`config.mk`:
```
export PLATFORM = sky130hd
export DESIGN_NAME = bcd_counter_display
export DESIGN_NICKNAME = d
export VERILOG_FILES = /design/src/rtl/seg7_pkg.sv /design/src/rtl/seg7_bcd_digit.sv /design/src/rtl/bcd_counter_display.sv
export SDC_FILE = /design/constraint.sdc
export NUM_CORES = 1
export LEC_CHECK = 0
export BUFFER_PORTS_ARGS = -buffer_cell sky130_fd_sc_hd__buf_2
export CORE_UTILIZATION = 46
export CTS_CLUSTER_DIAMETER = 200
export CTS_CLUSTER_SIZE = 10
export DETAILED_ROUTE_END_ITERATION = 12
export HOLD_SLACK_MARGIN = 0.12
export PLACE_DENSITY = 0.69
export SYNTH_ARGS = -nofsm -noshare
export SYNTH_HDL_FRONTEND = slang
export SYNTH_SLANG_ARGS = --single-unit
```
`constraint.sdc`:
```
create_clock -name clk -period 3.11 [get_ports clk]
set_clock_uncertainty 0.05 [all_clocks]
set_input_delay 0 -clock clk [delete_from_list [all_inputs] [get_ports clk]]
set_output_delay 0 -clock clk [all_outputs]
set_load 0.05 [all_outputs]
```
`src/rtl/seg7_pkg.sv`:
```
// Shared 7-segment constants for the BCD display path.
// Segment words are ordered {a,b,c,d,e,f,g} and are active-low (0 = lit).
package seg7_pkg;

  localparam int unsigned SEG_W = 7;
  localparam logic [3:0] BCD_MAX = 4'd9;

  localparam logic [SEG_W-1:0] SEG_0     = 7'b0000001;
  localparam logic [SEG_W-1:0] SEG_1     = 7'b1001111;
  localparam logic [SEG_W-1:0] SEG_2     = 7'b0010010;
  localparam logic [SEG_W-1:0] SEG_3     = 7'b0000110;
  localparam logic [SEG_W-1:0] SEG_4     = 7'b1001100;
  localparam logic [SEG_W-1:0] SEG_5     = 7'b0100100;
  localparam logic [SEG_W-1:0] SEG_6     = 7'b0100000;
  localparam logic [SEG_W-1:0] SEG_7     = 7'b0001111;
  localparam logic [SEG_W-1:0] SEG_8     = 7'b0000000;
  localparam logic [SEG_W-1:0] SEG_9     = 7'b0000100;
  localparam logic [SEG_W-1:0] SEG_BLANK = 7'b1111111;

endpackage

```
`src/rtl/seg7_bcd_digit.sv`:
```
// Combinational BCD-to-7-segment decoder for one digit, with a blank override.
module seg7_bcd_digit
  import seg7_pkg::*;
(
  input  logic [3:0]       i_bcd,
  input  logic             i_blank,
  output logic [SEG_W-1:0] o_seg
);

  always_comb begin
    o_seg = SEG_BLANK;
    if (!i_blank) begin
      case (i_bcd)
        4'd0:    o_seg = SEG_0;
        4'd1:    o_seg = SEG_1;
        4'd2:    o_seg = SEG_2;
        4'd3:    o_seg = SEG_3;
        4'd4:    o_seg = SEG_4;
        4'd5:    o_seg = SEG_5;
        4'd6:    o_seg = SEG_6;
        4'd7:    o_seg = SEG_7;
        4'd8:    o_seg = SEG_8;
        4'd9:    o_seg = SEG_9;
        default: o_seg = SEG_BLANK;
      endcase
    end
  end

endmodule

```
`src/rtl/bcd_counter_display.sv`:
```
// N-digit BCD up/down counter with prescaler, load/clear, terminal-count pulse
// and a registered 7-segment decode per digit (optional leading-zero blanking).
module bcd_counter_display
  import seg7_pkg::*;
#(
  parameter int unsigned NUM_DIGITS = 4,
  parameter int unsigned PRESCALE   = 1,
  parameter int unsigned BLANK_LZ   = 0
) (
  input  logic                        clk,
  input  logic                        reset,
  input  logic                        en,
  input  logic                        up_dn,
  input  logic                        clear,
  input  logic                        load,
  input  logic [4*NUM_DIGITS-1:0]     load_val,
  output logic [4*NUM_DIGITS-1:0]     count,
  output logic [SEG_W*NUM_DIGITS-1:0] hex,
  output logic                        tc,
  output logic                        load_err
);

  localparam int unsigned PresW = (PRESCALE > 1) ? $clog2(PRESCALE) : 1;
  localparam logic [PresW-1:0] PresLast = PresW'(PRESCALE - 1);

  function automatic logic [SEG_W*NUM_DIGITS-1:0] hex_reset_word();
    logic [SEG_W*NUM_DIGITS-1:0] v;
    v = '0;
    for (int k = 0; k < NUM_DIGITS; k++) begin
      v[SEG_W*k +: SEG_W] = ((k == 0) || (BLANK_LZ == 0)) ? SEG_0 : SEG_BLANK;
    end
    return v;
  endfunction

  localparam logic [SEG_W*NUM_DIGITS-1:0] HexRst = hex_reset_word();

  logic [PresW-1:0]              r_presc;
  logic [4*NUM_DIGITS-1:0]       r_count;
  logic [SEG_W*NUM_DIGITS-1:0]   r_hex;
  logic                          r_tc;
  logic                          r_load_err;

  logic                          w_tick;
  logic [PresW-1:0]              w_presc_d;
  logic [4*NUM_DIGITS-1:0]       w_cnt_up;
  logic [4*NUM_DIGITS-1:0]       w_cnt_dn;
  logic                          w_carry;
  logic                          w_borrow;
  logic [4*NUM_DIGITS-1:0]       w_load_fix;
  logic                          w_load_bad;
  logic [NUM_DIGITS-1:0]         w_blank;
  logic                          w_zero_run;
  logic [SEG_W*NUM_DIGITS-1:0]   w_hex;

  assign w_tick = en && (r_presc == PresLast);

  always_comb begin
    w_presc_d = r_presc;
    if (clear || load) begin
      w_presc_d = '0;
    end else if (en) begin
      w_presc_d = w_tick ? '0 : r_presc + 1'b1;
    end
  end

  // Single-cycle ripple; carry/borrow left set means every digit wrapped.
  always_comb begin
    w_cnt_up = r_count;
    w_cnt_dn = r_count;
    w_carry  = 1'b1;
    w_borrow = 1'b1;
    for (int k = 0; k < NUM_DIGITS; k++) begin
      if (w_carry) begin
        if (r_count[4*k +: 4] >= BCD_MAX) begin
          w_cnt_up[4*k +: 4] = 4'd0;
        end else begin
          w_cnt_up[4*k +: 4] = r_count[4*k +: 4] + 4'd1;
          w_carry = 1'b0;
        end
      end
      if (w_borrow) begin
        if (r_count[4*k +: 4] == 4'd0) begin
          w_cnt_dn[4*k +: 4] = BCD_MAX;
        end else begin
          w_cnt_dn[4*k +: 4] = r_count[4*k +: 4] - 4'd1;
          w_borrow = 1'b0;
        end
      end
    end
  end

  always_comb begin
    w_load_fix = '0;
    w_load_bad = 1'b0;
    for (int k = 0; k < NUM_DIGITS; k++) begin
      if (load_val[4*k +: 4] > BCD_MAX) begin
        w_load_bad = 1'b1;
      end else begin
        w_load_fix[4*k +: 4] = load_val[4*k +: 4];
      end
    end
  end

  // A digit is a leading zero when it and every digit above it are zero.
  always_comb begin
    w_blank    = '0;
    w_zero_run = 1'b1;
    for (int k = NUM_DIGITS - 1; k >= 0; k--) begin
      w_zero_run = w_zero_run && (r_count[4*k +: 4] == 4'd0);
      w_blank[k] = (BLANK_LZ != 0) && (k != 0) && w_zero_run;
    end
  end

  for (genvar g = 0; g < NUM_DIGITS; g++) begin : g_digit
    seg7_bcd_digit u_digit (
      .i_bcd   (r_count[4*g +: 4]),
      .i_blank (w_blank[g]),
      .o_seg   (w_hex[SEG_W*g +: SEG_W])
    );
  end

  always_ff @(posedge clk or posedge reset) begin
    if (reset) begin
      r_presc    <= '0;
      r_count    <= '0;
      r_hex      <= HexRst;
      r_tc       <= 1'b0;
      r_load_err <= 1'b0;
    end else begin
      r_presc    <= w_presc_d;
      r_hex      <= w_hex;
      r_tc       <= 1'b0;
      r_load_err <= 1'b0;
      if (clear) begin
        r_count <= '0;
      end else if (load) begin
        r_count    <= w_load_fix;
        r_load_err <= w_load_bad;
      end else if (w_tick) begin
        r_count <= up_dn ? w_cnt_up : w_cnt_dn;
        r_tc    <= up_dn ? w_carry : w_borrow;
      end
    end
  end

  assign count    = r_count;
  assign hex      = r_hex;
  assign tc       = r_tc;
  assign load_err = r_load_err;

endmodule

```
-- Word-level counts from Yosys, hierarchy flattened
Memory sizes are Yosys's and may differ from the RTL's. A register that Yosys moved wholly into a read port is not among the register bits.
Index checks and enable logic that the tools add are counted.
- flip-flop bits (word level): 19
- memory bits (read-only): 448
- input port bits: 22
- output and inout bits: 46
- word-level logic and storage cells: 95
- memories kept: 4
- memory list (name ; words ; bits a word ; read ports ; clocked after Yosys merged registers in ; wr ports ; line ; source):
    (name not given) ; 16 ; 7 ; 1 ; 1 ; 0 ; seg7_bcd_digit.sv:13 ; case (i_bcd)
    (name not given) ; 16 ; 7 ; 1 ; 1 ; 0 ; seg7_bcd_digit.sv:13 ;
    (name not given) ; 16 ; 7 ; 1 ; 1 ; 0 ; seg7_bcd_digit.sv:13 ;
    (name not given) ; 16 ; 7 ; 1 ; 1 ; 0 ; seg7_bcd_digit.sv:13 ;
- $add $sub $neg: 9
- magnitude comparators: 8
- equal/unequal tests: 3
- multiplexer cells: 49
- bitwise gates (word level): 1
- reduce and logical (&&, ||, !) cells: 14
- operators with widths (cell ; count):
    $mux W4 ; 18
    $mux W16 ; 4
    $mux W1 ; 27
    $add A4 B1 Y4 const B ; 4
    $ge A4 B4 Y1 const B ; 4
    $gt A4 B4 Y1 const B ; 4
    $logic_not A4 Y1 ; 4
    $sub A4 B1 Y4 const B ; 4
    $ne A4 B1 Y1 const B ; 3
    $reduce_bool A4 Y1 ; 3
    $reduce_and A3 Y1 ; 3
    $reduce_bool A3 Y1 ; 1
    $reduce_bool A2 Y1 ; 1
    $add A1 B1 Y1 const B ; 1
    $logic_and A1 B1 Y1 ; 1
    $logic_or A1 B1 Y1 ; 1
    $not A1 Y1 ; 1

-- Longest topological paths before layout
- depth after elaboration: 9
- gate-level depth with buffers: 8
- gate-level depth less buffers: 8

-- Modules after synthesis
From an unflattened synthesis, not the netlist that was laid out.
- cell total of the unflattened synthesis: 379
- area, all modules: 3487.1 µm²
- by module, submodules not included (module ; times used ; cells an instance ; area each (µm²) ; seq. area each (µm²)):
    bcd_counter_display ; 1 ; 247 ; 2543.7 ; 1181.1
    seg7_bcd_digit (g_digit[0].u_digit ...) ; 2 ; 33 ; 236.5 ; 0.0
    seg7_bcd_digit (g_digit[2].u_digit ...) ; 2 ; 33 ; 235.2 ; 0.0

-- Worst setup path before layout
Ideal clock, no wire load.
- kind: flip-flop to flip-flop
- from: register r_count[5], in the netlist count[5]
- to: register r_count[12], in the netlist count[12]
- library setup time: 0.125 ns
- data arrival time: 2.280 ns
- required time: 2.935 ns
- path slack: 0.656 ns
- stages on the path, launching flop included: 8
- buffers on the path: 0
- period minus slack after synthesis: 2.454 ns
- cell sequence: dfrtp_1 inv_1 ha_1 nor3b_1 and2_4 nand4_2 o221ai_4 mux2_2
- longest elaborated chain between the ends: 6
- elaborated cells between the ends (all ways): 11
- classes of those cells: 1 x order compare; 1 x eq/ne; 6 x mux; 3 x reduce/logical
- ends and longest elaborated chain (what ; line ; source):
    start, declared ; bcd_counter_display.sv:38 ; logic [4*NUM_DIGITS-1:0] r_count;
    start signal, assigned ; bcd_counter_display.sv:137 ; r_count <= w_load_fix;
    start signal, assigned ; bcd_counter_display.sv:140 ; r_count <= up_dn ? w_cnt_up : w_cnt_dn;
    $ge A4 B4 Y1 / $logic_not A4 Y1 (equally long branches) ; - ;
    $mux W1, on equally long branches ; bcd_counter_display.sv:74, bcd_counter_display.sv:82 ;
    $mux W1, on equally long branches (2 in series) ; bcd_counter_display.sv:73, bcd_counter_display.sv:81 ;
    $ne A4 B1 Y1 (no line) / $reduce_bool A4 Y1 (equally long branches) ; - ;
    $reduce_and A3 Y1 (no line) (*) ; - ;
Mark *: on every way between the ends. The rest lies on a longest branch, timed or not.
A chain may end at the register's enable or synchronous reset.

-- Final worst setup path
- from: register r_count[1], in the netlist count[1]
- to: register r_count[6], in the netlist count[6]
- longest elaborated chain between the ends: 4
- elaborated cells between the ends (all ways): 7
- classes of those cells: 1 x order compare; 1 x eq/ne; 2 x mux; 3 x reduce/logical
- ends and longest elaborated chain (what ; line):
    $ge A4 B4 Y1 / $logic_not A4 Y1 (equally long branches) ; -
    $mux W1, on equally long branches ; bcd_counter_display.sv:74, bcd_counter_display.sv:82
    $ne A4 B1 Y1 (no line) / $reduce_bool A4 Y1 (equally long branches) ; -
    $reduce_and A3 Y1 (no line) (*) ; -
Marks and branches as above.

==> metrics.md <==
| Metric | Value |
|---|---|
| Status | `finished with violations` |
| Violated checks | `DRC` |
| Yosys top cell by area | `dfrtp_1` |
| Largest cells by area after synthesis | `dfrtp_1 (35%), ha_1 (8.5%), a21oi_1 (6.1%), o21ai_0 (3.9%), dfstp_2 (3.4%)` |
| WHS | `~140 ps` |
| CP max stage cell | `dlygate4sd3_1` |
| DR WL/cell | `approximately 15 um` |
| Dpl cells | `469` |
| Remaining DRCs | `10` |
| Setup TNS | `0 ps` |
| CP startpoint kind | `register` |
| Ratio of cells with drive above 1 in the final layout | `between 20% and 30%` |
| Cell area after synthesis | `~3100 um2` |
| Launch point of the worst path | `count[1]` |
| Post-synth net total | `between 300 and 400` |
| Synth warnings | `0` |
| Total number of vias | `2,775` |
| Layout filler cell count | `between 500 and 600` |
| Vias in the first global route | `2,584` |
| Worst-Skew Late Latency | `about 300 ps` |
| Postcts setup bufs | `0` |
| Antenna diodes | `0` |
| Final setup fails | `0` |
| Width of the die | `~84 um` |
| Syn avg cell area | `9.14 um2` |
| Initial antenna violation count | `0` |
| Most used DFF post-synth | `dfrtp_1` |
| GPL Wtd Cong | `slightly above 0.9` |
| Met3 Use GR | `3.54%` |
| CP Depth | `8` |
| Synth Register Bits | `47` |
| Synth cell types | `60` |
| Clk pin slew, worst setup/hold paths | `about 90 ps` |
| Pwr/cell area | `about 520 nW/um2` |
| Clk buf depth | `2` |
| H-tree lvl count | `2` |
| Fin cells | `495` |
| TritonCTS Buffers | `5` |
| RSZ-0062 raised after global routing | `no` |
| Rel. slew slack | `roughly 36%` |
| Reg2reg setup slack | `about 250 ps` |
| Crit Path Max Fanout | `7` |
| Total global routing overflow | `0` |
| Crit-path cells | `inv_1 -> ha_1 -> or3b_4 -> and3_4 -> o21ai_2 -> a32oi_1 -> dlygate4sd3_1 -> o21ai_0` |
| MaxCap Viol Count | `0` |
| Worst vdd rail ir drop | `approximately 0.19 mV` |
| DR iter-0 viols | `roughly 140` |
| Syn Inst Count | `340` |
| Largest net degree at the start of global routing | `48` |
| Synthesis-to-layout area growth | `19.4%` |
| Crit path kind | `register to register` |
| Post-synth EDFFs | `0` |
| Sink Count | `47` |
| Worst-margin pin slew | `between 900 and 1000 ps` |
| Vias per cell | `about 5.6` |
| CTS tree | `done` |
| Share of Yosys cell area claimed by the top area cell type | `approximately 35%` |
| Arrival @ worst endpoint | `just over 3000 ps` |
| First-pass GRT wire length | `~12,000 um` |
| # rows | `29` |
| Fmax | `around 350 MHz` |
| Most frequent cells after synthesis | `dfrtp_1 (43), a21oi_1 (38), nand2_1 (27), nor2_1 (27), o21ai_0 (24)` |
| Final Hold Fails | `0` |
| Post-layout nets | `460` |
| WP data required | `around 3300 ps` |
| Fraction of registers with async set/reset | `100%` |
| Worst Setup End Kind | `register` |
| Die H | `84.2 um` |
| Count leader, synth | `dfrtp_1` |
| R2r startpoint | `count[1]` |
| Met2 Use GR | `35.3%` |
| Drt first pass iters | `9` |
| Crit path largest cell delay | `slightly below 600 ps` |
| Crit-path leading delay family | `buffers and inverters` |
| Fraction of the cycle the final worst path needs | `between 90 and 100%` |
| Final WL | `roughly 7400 um` |
| CP endpoint | `count[6]` |
| Initial core utilization | `48.4%` |
| Post-DP HPWL | `5230 um` |
| Crit Reg-Reg Endpoint | `count[6]` |
| Lkg Pwr | `about 1.8 nW` |
| Final Max Tran Viols | `0` |
| IO Port Bufs | `67` |
| Path depth of the worst reg2reg path | `8` |
| Clock root cell | `clkbuf_8` |
| Layer with the highest usage | `met2` |
| Post-synthesis sequential area ratio | `38.0%` |
| GRT Util Overall | `a little over a fifth` |
| Post_cts resized | `0` |
| Met1 Use GR | `~30%` |
| Core area | `about 6400 um2` |
| Hold Buf Count CTS | `18` |
| # IOs | `68` |
| Die area | `7090 um2` |
| Detail Route Antenna Nets | `0` |
| Worst Hold Class | `input port to register` |
| Minimum clock period | `approximately 2900 ps` |
| Critical path buffers and inverters | `2` |
[area by class of cell]
cell class                      instances  area (um2)  area share [%]
Sequential cell                        47        1180            31.8
Multi-Input combinational cell        257        1740            47.0
Clock buffer                            7        86.3            2.33
Tap cell                               77        96.3            2.60
Inverter                               20        75.1            2.02
Timing Repair Buffer                   86         523            14.1
Clock inverter                          1        5.00           0.135
[worst min-delay path by stage]
stage	startpoint	end	slack, ps	cells past startpoint
2_1_floorplan	en	r_presc	20	1
3_3_place_gp	en	r_presc	130	2
3_5_place_dp	en	r_presc	140	2
4_1_cts	load_val[12]	count[12]	120	4
5_1_grt	load_val[12]	count[12]	140	4
6_report	load_val[12]	count[12]	140	4
[registers in the layout, indices dropped and copies added (netlist names)]
register	cells
count	16
hex	28
load_err	1
r_presc	1
tc	1
[cells by family after synthesis]
logic type                 Yosys count  share of synthesized area (%)
adders and majority gates           21                           8.45
DFF                                 47                           38.0
muxes                               11                           3.78
and+or+nand+nor                    113                           20.4
xor gates and xnor gates             3                          0.845
AOI/OAI and AO/OA                  109                           22.6
buffers and inverters               36                           5.92
[cells in the final DEF, fill, tap and decap left out, types with 6 or more instances in the layout]
master / instances
nand2b_1: 12
a21oi_1: 38
clkbuf_8: 6
nor2_1: 27
nor3b_1: 6
a31oi_1: 6
or2_2: 6
mux2_2: 6
nand3_1: 6
inv_1: 17
dlygate4sd3_1: 18
buf_2: 67
ha_1: 21
o21ai_0: 24
nand2_1: 27
dfrtp_1: 43
nor3_1: 7
[power breakdown]
part | switching (mW) | internal, mW | leakage, nW | total [mW]
Clock | 0.201 | 0.180 | 0.0482 | 0.380
Sequential | 0.0664 | 0.699 | 0.601 | 0.765
Combinational | 0.564 | 0.239 | 1.11 | 0.802
Total | 0.831 | 1.12 | 1.76 | 1.95
[worst min-delay path: stages]
cell and delay, ps:
buf_2 70, nand3_1 60, a21oi_1 170, mux2_2 160
[stage by stage]
| stage | utilization [%] | setup WS [ps] | total power, mW | area, um2 |
|---|---|---|---|---|
| 6_report | 57.8 | 248 | 1.95 | 3710 |
| 5_1_grt | 57.8 | 78.7 | 2.06 | 3710 |
| 4_1_cts | 57.8 | 280 | 1.96 | 3710 |
| 3_5_place_dp | 53.6 | 657 | 1.56 | 3440 |
| 3_3_place_gp | 53.6 | 745 | 1.55 | 3440 |
| 2_1_floorplan | - | 656 | 1.39 | 3110 |
[per-layer routing]
layer | up-vias | part of all wire (%)
met3 | 2 | 5.6
met2 | 88 | 47
met5 | - | 0
met1 | 1310 | 47
met4 | 0 | 0.47
li1 | 1375 | -
(Power assumes the default switching activity.)
